File: config.mk
export PLATFORM = sky130hd
export DESIGN_NAME = line_position_estimator
export DESIGN_NICKNAME = d
export VERILOG_FILES = /design/src/rtl/line_pkg.sv /design/src/rtl/seq_divider.sv /design/src/rtl/line_position_estimator.sv
export SDC_FILE = /design/constraint.sdc
export NUM_CORES = 1
export LEC_CHECK = 0
export CAP_MARGIN = 20
export CORE_MARGIN = 8
export CORE_UTILIZATION = 57
export DETAILED_ROUTE_END_ITERATION = 7
export GPL_TIMING_DRIVEN = 0
export PLACE_DENSITY = 0.78
export SETUP_SLACK_MARGIN = 0.1
export SYNTH_ARGS = -nofsm -noshare
export SYNTH_HDL_FRONTEND = slang
export SYNTH_HIERARCHICAL = 1
export SYNTH_SLANG_ARGS = --single-unit
File: constraint.sdc
create_clock -name clk -period 5.5 [get_ports clk]
set_input_delay 1.1 -clock clk [delete_from_list [all_inputs] [get_ports clk]]
set_output_delay 1.1 -clock clk [all_outputs]
set_load 0.03 [all_outputs]
File: src/rtl/line_pkg.sv
// +--------------------------------------------------------------------+
// | line_pkg: shared constants, FSM states and sensor weight function  |
// | Rev 1.0                                                            |
// +--------------------------------------------------------------------+
`default_nettype none

package line_pkg;

  localparam int N_SENS     = 5;
  localparam int ADC_W      = 10;
  localparam int POS_MAX    = 1000;
  localparam int POS_CENTER = 500;
  localparam int LOST_THR   = 200;
  localparam int POS_W      = 11;

  typedef enum logic [2:0] {
    IDLE  = 3'd0,
    SCAN  = 3'd1,
    CHECK = 3'd2,
    DIV   = 3'd3,
    OUT   = 3'd4
  } state_t;

  // Only ever called with constant arguments, so it folds away at elaboration.
  function automatic int sens_weight(input int idx, input int n_sens, input int pos_max);
    return idx * pos_max / (n_sens - 1);
  endfunction

endpackage

`default_nettype wire

File: src/rtl/seq_divider.sv
// +--------------------------------------------------------------------+
// | seq_divider: restoring divider, one quotient bit per cycle, MSB    |
// | first; requires dividend < 2^Q_W * divisor. Rev 1.0                |
// +--------------------------------------------------------------------+
`default_nettype none

module seq_divider #(
  parameter int DVD_W = 22,
  parameter int DVS_W = 14,
  parameter int Q_W   = 11
) (
  input  logic             clk,
  input  logic             rst,
  input  logic             start,
  input  logic [DVD_W-1:0] dividend,
  input  logic [DVS_W-1:0] divisor,
  output logic             done,
  output logic [Q_W-1:0]   quotient
);

  localparam int CNT_W = $clog2(Q_W);

  logic [DVS_W-1:0] rem;
  logic [DVS_W-1:0] dvs;
  logic [Q_W-1:0]   low;
  logic [Q_W-2:0]   quo;
  logic [CNT_W-1:0] cnt;
  logic             running;
  logic [DVS_W:0]   trial;
  logic             ge;
  logic [DVS_W-1:0] rem_next;

  always_comb begin
    trial    = {rem, low[Q_W-1]};
    ge       = (trial >= {1'b0, dvs});
    rem_next = ge ? DVS_W'(trial - {1'b0, dvs}) : trial[DVS_W-1:0];
  end

  // Quotient is presented combinationally so it is usable in the done cycle.
  assign quotient = {quo, ge};
  assign done     = running && (cnt == CNT_W'(Q_W - 1));

  always_ff @(posedge clk) begin
    if (rst) begin
      rem     <= '0;
      dvs     <= '0;
      low     <= '0;
      quo     <= '0;
      cnt     <= '0;
      running <= 1'b0;
    end else if (start) begin
      rem     <= DVS_W'(dividend >> Q_W);
      dvs     <= divisor;
      low     <= dividend[Q_W-1:0];
      quo     <= '0;
      cnt     <= '0;
      running <= 1'b1;
    end else if (running) begin
      rem <= rem_next;
      low <= low << 1;
      quo <= quotient[Q_W-2:0];
      cnt <= cnt + 1'b1;
      if (done) running <= 1'b0;
    end
  end

endmodule

`default_nettype wire

File: src/rtl/line_position_estimator.sv
// +--------------------------------------------------------------------+
// | line_position_estimator: scans the sensor ADC, produces weighted   |
// | line position 0..POS_MAX with lost-line saturation. Rev 1.0        |
// +--------------------------------------------------------------------+
`default_nettype none

module line_position_estimator #(
  parameter int N_SENS   = line_pkg::N_SENS,
  parameter int ADC_W    = line_pkg::ADC_W,
  parameter int POS_MAX  = line_pkg::POS_MAX,
  parameter int LOST_THR = line_pkg::LOST_THR
) (
  input  logic             clk,
  input  logic             rst,
  input  logic             sample_tick,
  output logic             adc_req,
  output logic [2:0]       adc_ch,
  input  logic             adc_ack,
  input  logic [ADC_W-1:0] adc_data,
  output logic [10:0]      position,
  output logic             position_valid,
  output logic             line_lost,
  output logic             busy
);

  import line_pkg::*;

  localparam int               SUM_W    = ADC_W + 4;
  localparam int               WSUM_W   = ADC_W + 12;
  localparam logic [2:0]       LAST_CH  = 3'(N_SENS - 1);
  localparam logic [10:0]      POS_FULL = 11'(POS_MAX);
  localparam logic [10:0]      POS_MID  = 11'(POS_MAX / 2);
  localparam logic [SUM_W-1:0] THR      = SUM_W'(LOST_THR);

  state_t             state, state_next;
  logic [2:0]         ch;
  logic [SUM_W-1:0]   sum;
  logic [WSUM_W-1:0]  wsum;
  logic               lost;
  logic               div_start;
  logic               div_done;
  logic [10:0]        quotient;
  logic [SUM_W-1:0]   divisor;
  logic [10:0]        weights [8];

  for (genvar i = 0; i < 8; i++) begin : g_weight
    if (i < N_SENS) begin : g_used
      assign weights[i] = 11'(sens_weight(i, N_SENS, POS_MAX));
    end else begin : g_unused
      assign weights[i] = '0;
    end
  end

  // An all-dark scan leaves wsum at zero, so dividing by one yields zero safely.
  assign divisor = (sum == '0) ? SUM_W'(1) : sum;

  seq_divider #(
    .DVD_W (WSUM_W),
    .DVS_W (SUM_W),
    .Q_W   (11)
  ) u_div (
    .clk      (clk),
    .rst      (rst),
    .start    (div_start),
    .dividend (wsum),
    .divisor  (divisor),
    .done     (div_done),
    .quotient (quotient)
  );

  always_ff @(posedge clk) begin
    if (rst) state <= IDLE;
    else     state <= state_next;
  end

  always_comb begin
    state_next     = state;
    adc_req        = 1'b0;
    adc_ch         = 3'd0;
    busy           = (state != IDLE);
    position_valid = 1'b0;
    div_start      = 1'b0;
    case (state)
      IDLE:  if (sample_tick) state_next = SCAN;
      SCAN: begin
        adc_req = 1'b1;
        adc_ch  = ch;
        if (adc_ack && (ch == LAST_CH)) state_next = CHECK;
      end
      CHECK: begin
        div_start  = 1'b1;
        state_next = DIV;
      end
      DIV:   if (div_done) state_next = OUT;
      OUT: begin
        position_valid = 1'b1;
        state_next     = IDLE;
      end
      default: state_next = IDLE;
    endcase
  end

  always_ff @(posedge clk) begin
    if (rst) begin
      ch        <= 3'd0;
      sum       <= '0;
      wsum      <= '0;
      lost      <= 1'b0;
      position  <= POS_MID;
      line_lost <= 1'b0;
    end else begin
      case (state)
        IDLE: if (sample_tick) begin
          ch   <= 3'd0;
          sum  <= '0;
          wsum <= '0;
        end
        SCAN: if (adc_ack) begin
          sum  <= sum + SUM_W'(adc_data);
          wsum <= wsum + WSUM_W'(adc_data) * WSUM_W'(weights[ch]);
          if (ch != LAST_CH) ch <= ch + 3'd1;
        end
        CHECK: lost <= (sum < THR);
        // Position lands with the last quotient bit so it is valid during OUT.
        DIV: if (div_done) begin
          line_lost <= lost;
          if (!lost)                position <= quotient;
          else if (position < POS_MID) position <= '0;
          else                      position <= POS_FULL;
        end
        default: ;
      endcase
    end
  end

endmodule

`default_nettype wire

After elaboration in Yosys (flattened, before gate mapping):

Memories as Yosys holds them, arrays and structs flattened.
Index checks and enable logic that the tools add are counted.

* bits in registers: 109
* bits in read-only memories: 88
* logic and storage cells: 81
* memories kept: 1

* add/sub/neg operators: 5
* multipliers: 1
* $lt $le $gt $ge: 4
* equal/unequal tests: 12
* muxes and demuxes: 31
* bitwise logic cells: 1
* reductions and logical operators: 12

Memories
* (no name shown): words 8, bits a word 11, rd ports 1, clocked after memory_dff 0, wr ports 0, line line_position_estimator.sv:120 `wsum <= wsum + WSUM_W'(adc_data) * WSUM_W'(weights[ch]);`

Operators by type and width (number)
* $mux W11: 7
* $mux W14: 4
* $mux W22: 2
* $pmux W22 S2: 1
* $pmux W14 S2: 1
* $add A22 B21 Y22: 1
* $mul A10 B11 Y21: 1
* $mux W3: 7
* $ge A15 B14 Y1: 1
* $add A14 B10 Y14: 1
* $logic_not A14 Y1: 1
* $lt A14 B8 Y1 const B: 1
* $sub A14 B14 Y14: 1
* $pmux W3 S4: 1
* $lt A11 B9 Y1 const B: 1
* $mux W10: 1
* $ne A2 B2 Y1 const B: 5
* $eq A3 B2 Y1 const B: 2
* $eq A3 B3 Y1 const B: 2
* $mux W1: 6
* $pmux W3 S2: 1
* $reduce_and A3 Y1: 2
* $add A4 B1 Y4 const B: 1
* $eq A4 B4 Y1 const B: 1
* other kinds (12): 14

Logic depth before layout (Yosys ltp):

Gate-level depths: netlist (run 1).

* depth in word-level cells: 8
* depth in mapped cells: 25
* mapped depth without buffers: 24

Modules after synthesis:

The synthesis (run 1) kept the hierarchy.

By module, submodules not included
* line_position_estimator: instances 1, cells an instance 747, area an instance 6319.8 um2
* seq_divider: instances 1, cells an instance 340, area an instance 2966.6 um2

Worst setup path before layout (run 1):

OpenSTA, ideal clock, no wires.

* path kind: register -> register
* start point: register ch[0]
* end point: register wsum[18]
* data arrival time: 5.623 ns
* required time: 5.375 ns
* slack: -0.248 ns
* cell stages (with the launch flop): 22
* path through: dfxtp_1 -> inv_1 -> ha_1 -> nand2_1 -> o21ai_0 -> clkbuf_1 -> and2_1 -> fa_1 -> fa_1 -> fa_1 -> fa_1 -> inv_1 -> fa_1 -> inv_1 -> ha_1 -> a21oi_1 -> o21ai_0 -> a2111o_1 -> a31oi_1 -> o31ai_1 -> xnor2_1 -> o21ai_1

* longest elaborated chain between the ends: 8

RTL lines
* from (decl): line line_position_estimator.sv:36 `logic [2:0] ch;`
* from (signal assigned): line line_position_estimator.sv:121 `if (ch != LAST_CH) ch <= ch + 3'd1;`
* $not A3 Y4 (not written as such): line line_position_estimator.sv:120
* $mem_v2 Z8 W11
* $mux W11 (not written as such) (2 in a row): line line_position_estimator.sv:120
* $mul A10 B11 Y21: line line_position_estimator.sv:120
* $add A22 B21 Y22: line line_position_estimator.sv:120
* $mux W22: line line_position_estimator.sv:118 `SCAN: if (adc_ack) begin`
* $pmux W22 S2: line line_position_estimator.sv:112 `case (state)`
* to (signal assigned): line line_position_estimator.sv:120
* to (decl): line line_position_estimator.sv:38 `logic [WSUM_W-1:0] wsum;`

No other way between the ends. The select of a mux whose other input is x is not followed.
A chain may end at the register's enable or synchronous reset.

Worst setup path after layout (run 1):

* start point: input port adc_data[5]
* end point: register wsum[18]

* longest elaborated chain between the ends: 4

RTL lines
* from (decl): line line_position_estimator.sv:19 `input logic [ADC_W-1:0] adc_data,`
* $mul A10 B11 Y21: line line_position_estimator.sv:120
* $add A22 B21 Y22: line line_position_estimator.sv:120
* $mux W22: line line_position_estimator.sv:118
* $pmux W22 S2: line line_position_estimator.sv:112

No other way between the ends. The select of a mux whose other input is x is not followed.

==> summary.txt, run 1 <==
nets -> 1,352
pin count of the biggest net entering global routing -> 22
number of flops mapped to enable cells by yosys -> 0
Clock Path Buffers -> 2
r2r setup slk -> 50 ps
Final Skew -> 8.28 ps
Max-slew headroom -> 0.549
sum of overflow across all layers after global routing -> 0
standard-cell rows -> 46
Layout Cells excl Fill -> 1,398
highest net fanout along the worst path -> 4
most used cells in the layout excluding fill and tap cells -> sky130_fd_sc_hd__inv_1 (119), sky130_fd_sc_hd__nor2_1 (106), sky130_fd_sc_hd__dfxtp_1 (105), sky130_fd_sc_hd__ha_1 (77), sky130_fd_sc_hd__nand2_1 (72)
gr usage total -> 0.230
series of cell instances along the critical path -> buf_4, buf_8, nor2b_2, fa_1, fa_1, fa_1, fa_1, inv_2, fa_1, inv_2, ha_4, a21oi_4, o21ai_2, a2111o_1, a31oi_2, o31ai_4, xnor2_2, o21ai_1
final-layout worst hold slack -> 466 ps
PD cells -> 216 nW/µm²
vias in the first global route -> 7,651
cells after synthesis -> 1,087
worst vdd rail ir drop -> 0.181 mV
Worst path most repeated cell -> sky130_fd_sc_hd__fa_1
Routed WL -> 25,500 µm
proportion of register bits with asynchronous set or reset after synthesis -> 0
number of endpoints with negative hold slack in the final report -> 0
Placed Area -> 10,000 µm²
clock-pin slew reported for the worst setup and hold paths after clock tree synthesis -> 80 ps
y dimension of the die -> 144 µm
total of max-cap violations -> 0
number of buffers added by the clock tree synthesis step -> 9
post-place setup slack -> -938 ps
floorplan core area -> 15,900 µm²
cell depth of the worst hold path -> 2
endpoint class of the critical path -> flip-flop
slew at the pin closest to its max-slew limit -> 677 ps
part of the Yosys area used for sequential elements -> 0.233
number of warning messages in the yosys log -> 6
Area growth syn-to-layout -> 20.1%
I/O Pins -> 32
number of DRC violations after detailed routing -> 0
CTS root buf -> sky130_fd_sc_hd__clkbuf_16
Critical Path RT -> 5730 ps
distinct cell type count of the synthesized netlist -> 71
dominant delay contributor by cell family on the critical path -> adder cells
per-cell via count in the routed design -> 5.83
post-synth top area cell -> sky130_fd_sc_hd__dfxtp_1
combined area of the multi-input logic cells -> 6870 µm²
final RePlAce weighted congestion -> 0.863
Post-Syn Area -> 9290 µm²
share of cells above drive strength 1 -> 0.168
hold wc startpoint -> line_lost
wire length of the first global-routing pass -> 38,000 µm
per-cell routed wire length -> 18.2 µm
initial antenna violation count -> 0
launching instance or port of the critical path -> adc_data[5]
most common flop cell mapped by yosys -> sky130_fd_sc_hd__dfxtp_1
most frequent standard cell in the layout excluding fill and tap cells -> sky130_fd_sc_hd__inv_1
class of the worst hold path -> flip-flop to flip-flop
TritonCTS clock tree -> built
period utilisation layout -> 0.999
total number of cells along the worst setup path -> 18
number of placed cells counting well taps -> 1,334
number of endpoints failing setup at the final stage -> 0
count of buffers from port buffering -> 31
Syn Area/Cell -> 8.54 µm²
number of vias after detailed routing -> 8,157
Layout Cell Area excl Fill -> 11,200 µm²
flip-flop and latch count after synthesis -> 108
portion of synthesized cell area occupied by the leading cell type -> 0.233
Buffers & Inverters on Critical Path -> 4
Reg2Reg Depth -> 19
FILL cells -> 1,143
CP Capture Point -> wsum[18]
router iterations before antenna repair -> 5
critical register-to-register path endpoint -> wsum[18]
number of nets still failing antenna checks after routing -> 0
category of the most critical setup path -> input port to flip-flop
biggest area contributors in the synthesized netlist -> sky130_fd_sc_hd__dfxtp_1 (23%), sky130_fd_sc_hd__fa_1 (15%), sky130_fd_sc_hd__ha_1 (13%)
shortest clock period the worst path allows after layout -> 5490 ps
Total Die Area -> 20,600 µm²
leakage power -> 4.97 nW
slowest cell on the critical path -> sky130_fd_sc_hd__fa_1
hold buffers post-CTS -> 0
sequential cell area in the final layout -> 2170 µm²
RSZ-0062 raised after global routing -> yes
run status -> completed
Critical R2R Launch -> ch[1]
syn nets -> 1,262
maximum operating frequency -> 182 MHz
width of the chip -> 144 µm
nature of the critical path startpoint -> input port
number of sinks on the clock net -> 108
clock latency of the later-clocked register in the worst-skew pair -> 350 ps
final-report max-slew violation count -> 0
count of routing violations after the opening detailed-route iteration -> 747
crit path DAT -> 5730 ps
Initial Util -> 0.585
setup ws final -> 6.84 ps
post-DP HPWL -> 17,200 µm
count of antenna diodes in the layout -> 0
peak per-stage delay on the critical path -> 590 ps
CTS HTree Levels -> 3
flip-flops by register name, summed over array words and instances, names as in the netlist:
signal and cells:
wsum 21, sum 14, u_div/dvs 14, u_div/rem 14, position 11, u_div/low 11
u_div/quo 10, u_div/cnt 4, ch 3, state 3, line_lost 1, lost 1
u_div/running 1
final cells by class:
| class | count | area share |
|---|---|---|
| sequential | 108 | 0.195 |
| clock inverter | 7 | 0.00718 |
| inverter | 133 | 0.0457 |
| multi-input combinational | 788 | 0.616 |
| timing repair buffer | 79 | 0.0601 |
| buffer | 58 | 0.0318 |
| tap | 216 | 0.0242 |
| clock buffer | 9 | 0.0202 |
kinds of logic (layout without fill, tap and decap cells):
family	after synthesis	after routing	synth area share
AO/OA/AOI/OAI	219	219	0.159
XOR/XNOR	44	44	0.0415
adder cells (fa/ha/maj)	161	161	0.272
buffers and inverters	191	286	0.0818
flip-flops	108	108	0.233
multiplexers	46	46	0.0497
other	1	1	0.000404
AND/OR/NAND/NOR	317	317	0.163
cells in the mapped netlist, types with 6 or more instances:
master and number:
sky130_fd_sc_hd__or3_1 6, sky130_fd_sc_hd__fa_1 68, sky130_fd_sc_hd__nand4_1 9, sky130_fd_sc_hd__xor2_1 19
sky130_fd_sc_hd__a22oi_1 23, sky130_fd_sc_hd__o21ai_0 38, sky130_fd_sc_hd__xnor2_1 25, sky130_fd_sc_hd__nand2_1 80
sky130_fd_sc_hd__a21oi_1 55, sky130_fd_sc_hd__dfxtp_1 108, sky130_fd_sc_hd__ha_1 93, sky130_fd_sc_hd__mux2i_1 45
sky130_fd_sc_hd__nand2b_1 12, sky130_fd_sc_hd__o22ai_1 9, sky130_fd_sc_hd__nor2b_1 21, sky130_fd_sc_hd__and3_1 6
sky130_fd_sc_hd__nand3_1 12, sky130_fd_sc_hd__o211ai_1 7, sky130_fd_sc_hd__a31oi_1 7, sky130_fd_sc_hd__a211oi_1 7
sky130_fd_sc_hd__nor3_1 11, sky130_fd_sc_hd__inv_1 133, sky130_fd_sc_hd__nor2_1 111, sky130_fd_sc_hd__and2_1 28
sky130_fd_sc_hd__nor3b_1 7, sky130_fd_sc_hd__clkbuf_1 44, sky130_fd_sc_hd__a21o_1 20
power breakdown:
| group | leakage, nW | switching, W | internal [W] |
|---|---|---|---|
| registers | 0.873 | 0.0000205 | 0.000794 |
| clock network | 0.145 | 0.000326 | 0.000323 |
| logic | 3.95 | 0.000533 | 0.000412 |
repair_timing:
item,4_1_cts,5_1_grt
buffers inserted,29,18
cloned,1,0
pin swaps,37,58
resized for setup,103,78
setup endpoints to repair,13,8
per-stage QoR:
| step | utilization | TNS, ps | total power, W |
|---|---|---|---|
| finish | 0.702 | 0 | 0.00241 |
| global placement | 0.630 | -8490 | 0.00153 |
| CTS | 0.676 | 0 | 0.00227 |
| floorplan | - | 0 | 0.00138 |
| global route | 0.702 | -126 | 0.00253 |
| detailed placement | 0.630 | -8810 | 0.00154 |
metal layers:
layer	track usage	part of all wire
met5	0	0
met4	0.100	0.038
met3	0.0226	0.047
met2	0.388	0.49
met1	0.294	0.42
worst min-delay path, delay by kind of cell (launching register included):
| family | cells | cell delay [ps] |
|---|---|---|
| flip-flops | 1 | 320 |
| AND/OR/NAND/NOR | 1 | 50 |
| AO/OA/AOI/OAI | 1 | 60 |
how the worst min path moves through the flow:
stage                      to  slack (ps)
finish              line_lost         470
floorplan            wsum[18]         440
global route        line_lost         490
CTS                 line_lost         470
global placement    line_lost         450
detailed placement  line_lost         460
Note: power is estimated with default switching activity, not from simulation.
==> inputs of run 2 (changes only) <==
--- a/config.mk
+++ b/config.mk
@@ -12,6 +12,7 @@
 export GPL_TIMING_DRIVEN = 0
 export PLACE_DENSITY = 0.78
 export SETUP_SLACK_MARGIN = 0.1
+export SLEW_MARGIN = 20
 export SYNTH_ARGS = -nofsm -noshare
 export SYNTH_HDL_FRONTEND = slang
 export SYNTH_HIERARCHICAL = 1
==> results of run 2 <==
No change in the layout: final DEF, timing and power equal those of run 1.
==> inputs of run 3 (changes only) <==
--- a/config.mk
+++ b/config.mk
@@ -9,6 +9,7 @@
 export CORE_MARGIN = 8
 export CORE_UTILIZATION = 57
 export DETAILED_ROUTE_END_ITERATION = 7
+export GPL_ROUTABILITY_DRIVEN = 0
 export GPL_TIMING_DRIVEN = 0
 export PLACE_DENSITY = 0.78
 export SETUP_SLACK_MARGIN = 0.1
==> results of run 3 <==
No change in the layout: final DEF, timing and power equal those of run 1.
